===== config.mk =====
export PLATFORM = sky130hd
export DESIGN_NAME = spectrum_frame_scheduler
export DESIGN_NICKNAME = d
export VERILOG_FILES = /design/src/rtl/spectrum_frame_scheduler.sv
export SDC_FILE = /design/constraint.sdc
export NUM_CORES = 1
export LEC_CHECK = 0
export CORE_AREA = 2 2 220 222
export CTS_BUF_LIST = sky130_fd_sc_hd__clkbuf_8
export CTS_CLUSTER_DIAMETER = 50
export DETAILED_ROUTE_END_ITERATION = 8
export DIE_AREA = 0 0 222 224
export GPL_TIMING_DRIVEN = 0
export HOLD_SLACK_MARGIN = 0.1
export PLACE_DENSITY = 0.78
export SYNTH_ARGS = -nofsm -noshare
export SYNTH_HDL_FRONTEND = slang
export SYNTH_SLANG_ARGS = --single-unit
export TNS_END_PERCENT = 30

===== constraint.sdc =====
create_clock -name clk -period 5.2 [get_ports clk]
set_input_delay 1.04 -clock clk [delete_from_list [all_inputs] [get_ports clk]]
set_output_delay 1.04 -clock clk [all_outputs]
set_load 0.01 [all_outputs]

===== src/rtl/spectrum_frame_scheduler.sv =====
// Double-buffered FFT bin store: bins fill a shadow bank and become visible on vblank rise.
// Optional PEAK_DECAY_EN: each new bin is max(new, display - DECAY_STEP) so bars fall slowly.
module spectrum_frame_scheduler #(
  parameter int                 NUM_BINS   = 16,
  parameter int                 DATA_W     = 16,
  parameter logic [DATA_W-1:0]  DECAY_STEP = 16'd8,
  parameter int                 MISS_W     = 8,
  localparam int                IDX_W      = $clog2(NUM_BINS)
) (
  input  logic              clk,
  input  logic              reset,
  input  logic              in_valid,
  output logic              in_ready,
  input  logic [IDX_W-1:0]  in_index,
  input  logic [DATA_W-1:0] in_data,
  input  logic              in_last,
  input  logic              vblank,
  input  logic [IDX_W-1:0]  rd_index,
  output logic [DATA_W-1:0] rd_data,
  output logic              frame_swap,
  output logic [MISS_W-1:0] missed_frames,
  output logic [1:0]        state
);

  // in_valid/in_ready: a beat transfers on any cycle where both are high;
  // in_ready is low from the accepted in_last until the bank swap completes.

  typedef enum logic [1:0] {
    COLLECT = 2'd0,
    FULL    = 2'd1,
    SWAP    = 2'd2
  } state_e;

  state_e              state_q;
  logic                ptr_q;
  logic                vblank_d_q;
  logic                in_ready_q;
  logic                frame_swap_q;
  logic [DATA_W-1:0]   rd_data_q;
  logic [MISS_W-1:0]   missed_q;
  logic [DATA_W-1:0]   bank_q [2][NUM_BINS];

  logic                accept;
  logic                vblank_rise;
  logic [DATA_W-1:0]   clamped;
  logic [DATA_W-1:0]   wr_data;

  assign accept      = in_valid & in_ready_q;
  assign vblank_rise = vblank & ~vblank_d_q;
  assign clamped     = in_data[DATA_W-1] ? '0 : in_data;

`ifdef PEAK_DECAY_EN
  logic [DATA_W-1:0] disp;
  logic [DATA_W-1:0] decayed;
  assign disp    = bank_q[ptr_q][in_index];
  assign decayed = (disp > DECAY_STEP) ? (disp - DECAY_STEP) : '0;
  assign wr_data = (clamped > decayed) ? clamped : decayed;
`else
  logic unused_decay_step;
  assign unused_decay_step = ^DECAY_STEP;
  assign wr_data = clamped;
`endif

  always_ff @(posedge clk) begin
    if (reset) begin
      state_q      <= COLLECT;
      ptr_q        <= 1'b0;
      vblank_d_q   <= 1'b1;
      in_ready_q   <= 1'b1;
      frame_swap_q <= 1'b0;
      rd_data_q    <= '0;
      missed_q     <= '0;
      for (int b = 0; b < 2; b++)
        for (int i = 0; i < NUM_BINS; i++)
          bank_q[b][i] <= '0;
    end else begin
      vblank_d_q   <= vblank;
      frame_swap_q <= 1'b0;
      // Read uses the pointer in effect this cycle, so a SWAP-cycle read returns old data.
      rd_data_q    <= bank_q[ptr_q][rd_index];
      if (accept)
        bank_q[~ptr_q][in_index] <= wr_data;
      case (state_q)
        COLLECT: begin
          if (accept && in_last) begin
            state_q    <= FULL;
            in_ready_q <= 1'b0;
          end
          // A rise while collecting is a miss even if in_last lands on the same cycle.
          if (vblank_rise && (missed_q != {MISS_W{1'b1}}))
            missed_q <= missed_q + MISS_W'(1);
        end
        FULL: begin
          if (vblank_rise) begin
            state_q      <= SWAP;
            frame_swap_q <= 1'b1;
          end
        end
        SWAP: begin
          ptr_q      <= ~ptr_q;
          for (int i = 0; i < NUM_BINS; i++)
            bank_q[ptr_q][i] <= '0;
          state_q    <= COLLECT;
          in_ready_q <= 1'b1;
        end
        default: begin
          state_q    <= COLLECT;
          in_ready_q <= 1'b1;
        end
      endcase
    end
  end

  assign in_ready      = in_ready_q;
  assign frame_swap    = frame_swap_q;
  assign rd_data       = rd_data_q;
  assign missed_frames = missed_q;
  assign state         = state_q;

endmodule


==> metrics.txt <==
Core Util, Final=0.5598; Clock Latency Late Sink=690 ps; Placed Cells incl. Taps=3040; Crit path required time=5800 ps; Pleak=0.01043 uW; die width=222 um; Final Hold Fails=0; routed via count=20330; Post-synth EDFFs=0; First DRT Iteration DRCs=2767; top_reg_cell synth=dfxtp_1; area of the multi-input gates=12140 sq um; DR vias/cell=6.365; Post-route DRC=0; hold_buf cts=0; vias in the first global route=19770; Core Region=47350 sq um; Slew Viols, Final=0; n_diodes=0; storage element area=10210 sq um; most common cell after layout, fill and taps aside=dfxtp_1; final worst slack=1477 ps; FF-to-FF Start=in_ready$_SDFFE_PP1P_; fillers=4069; Net Sw Frac=0.2569; Ys Warns=0; Post-Syn Instances=2372; critical path type=in -> reg; highest-count cells in the layout ignoring fill and taps=510 x dfxtp_1, 286 x mux2i_1, 266 x nand2_1, 259 x a21oi_1, 256 x nand3b_1; final cell count without fillers=3193; Hold Path Origin=bank_q[0][212]$_SDFFE_PP0P_; #FFs+latches synth=510; CTS H-tree depth=3; Worst Skew=27.77 ps; RSZ-0062 raised after global routing=no; Max Cap Violations=0; row count=80; GR Overflow Total=0; Die H=224 um; Net Count, Synth=2402; worst hold-check path type=reg -> reg; Slew @ Worst Pin=1163 ps; Synth Area per Inst=9.909 sq um; Place WS=911.5 ps; post-cts sizing count=0; part of the power in registers=0.488; initial antenna violation count=4; WL per Instance=25.58 um; post-route ant nets=0; first drt pass iteration count=6; hold endpoint=bank_q[0][212]$_SDFFE_PP0P_; Clock Tree Buf Depth=3; initial cell density of the core=0.4965; worst-path maximum fanout=10; Die ar.=49730 sq um; worst reg-to-reg setup slack=1870 ps; min Tclk post-route=3723 ps; NetSw=2115 uW; routability cong.=1.045; total CTS buffers=83; CP endpoint kind=register; outcome=finished clean; reg-to-reg critical path endpoint=bank_q[1][232]$_SDFFE_PP0P_; pwr/cell area=310.6 nW/um^2; Synth top area share=0.4344; Post-CTS Setup Inserts=0; leading area contributor after synthesis=dfxtp_1; Buffers on Ports=53; total wire length=81670 um; clock slew at reported path FFs=60 ps; placed wire-length estimate=59610 um; TritonCTS clock tree=built; post-synthesis async set-or-reset flop share=0; setup_tns=0 ps; internal cell power=6118 uW; Worst Hold Depth=2; R2R cell count=7; Critical Path AT=4320 ps; Net count, final=2540; Area contributors post-synth=dfxtp_1 43%, mux2i_1 12%, mux4_2 10%, nand3b_1 8.2%, a21oi_1 5.5%; Slew HR=0.2247; Clock power frac=0.436; register area share after synthesis=0.4344; Setup-failing EPs final=0; Post-Syn Area=23510 sq um; Root Buffer=clkbuf_8; area grow syn2layout=12.75%; Max Fclk=268.6 MHz; clk sinks=510; pin count of the biggest net entering global routing=12; peak supply drop=165.5 uV; Tot GR Track Use=0.3240; Distinct cells, synth=52; I/O pin count=57; Combinational Power Share=0.076; startpoint types=primary input; Period Utilization, post-route=0.7159; global-route wire length before repair=120600 um; share of cells above drive strength 1=0.1412
synthesized netlist by cell type, drive strengths merged, types with 2 or more instances:
cell and number:
a21oi 259, a221o 15, a221oi 12, a22oi 15
a31oi 15, a41oi 16, and2 18, and3b 2
and4 2, buf 97, clkbuf 164, dfxtp 510
mux2i 286, mux4 105, nand2 266, nand2b 3
nand3 4, nand3b 257, nand4 17, nand4bb 2
nor2 238, nor2b 7, nor3b 3, nor4 16
nor4b 3, nor4bb 2, o2111ai 3, o21ai 13
or4b 2, xnor2 4
per-layer routing:
metal,up-vias,part of all wire,global-route usage
met5,-,0.00033,0
met4,4,0.062,0.1986
met3,281,0.13,0.08526
met2,1413,0.44,0.4950
met1,9903,0.37,0.4114
li1,8724,-,-
metrics by stage:
stage | instance area, sq um | hold WS, ps | total power (uW)
floorplan | 23510 | 458.2 | 4485
global placement | 24810 | 465.0 | 4691
detailed placement | 24810 | 475.1 | 4709
CTS | 26500 | 486.2 | 8198
global route | 26500 | 501.8 | 8432
finish | 26500 | 487.3 | 8233
critical path, stage by stage:
cell	delay [ps]
clkdlybuf4s50_1	620
buf_2	430
buf_2	510
buf_4	370
mux2i_1	110
a221oi_1	710
o21ai_0	250
a31oi_1	260
how the worst max path moves through the flow:
stage / startpoint / end / slack, ps / cells past startpoint
CTS: rd_index[1] / rd_data[6]$_SDFF_PP0_ / 1630 / 8
floorplan: rd_index[0] / rd_data[13]$_SDFF_PP0_ / 2510 / 6
global placement: rd_index[1] / rd_data[6]$_SDFF_PP0_ / 970 / 8
finish: rd_index[1] / rd_data[9]$_SDFF_PP0_ / 1480 / 8
global route: rd_index[1] / rd_data[6]$_SDFF_PP0_ / 1440 / 8
detailed placement: rd_index[1] / rd_data[6]$_SDFF_PP0_ / 910 / 8
logic make-up after synthesis:
family                   count (synthesis)  synth area share
AO/OA/AOI/OAI                          353           0.09156
multiplexers                           392            0.2229
adder cells (fa/ha/maj)                  1         0.0005322
buffers and inverters                  262           0.04908
flip-flops                             510            0.4344
XOR/XNOR                                 4          0.001490
AND/OR/NAND/NOR                        849            0.1999
other                                    1         0.0001595
state kept, by name (all words and copies together) (netlist names), named ones only:
signal         cells
rd_data           15
state              2
missed_frames      8
ptr_q              1
vblank_d_q         1
frame_swap         1
in_ready           1
bank_q           480
power by group through the flow:
stage	clock network [uW]	registers (uW)	logic, uW
CTS	3570	4020	605
global route	3760	4030	643
global placement	0	4100	591
floorplan	0	4100	389
finish	3590	4020	624
detailed placement	0	4110	603
area by class of cell:
class / count / area share
well taps: 615 / 0.02903
clock buffers: 99 / 0.05141
flip-flops and latches: 510 / 0.3852
repair buffers: 53 / 0.02002
clock inverters: 54 / 0.01265
multi-input cells: 1600 / 0.4581
inverters: 1 / 0.0001416
plain buffers: 261 / 0.04339
Note: power is estimated with default switching activity, not from simulation.
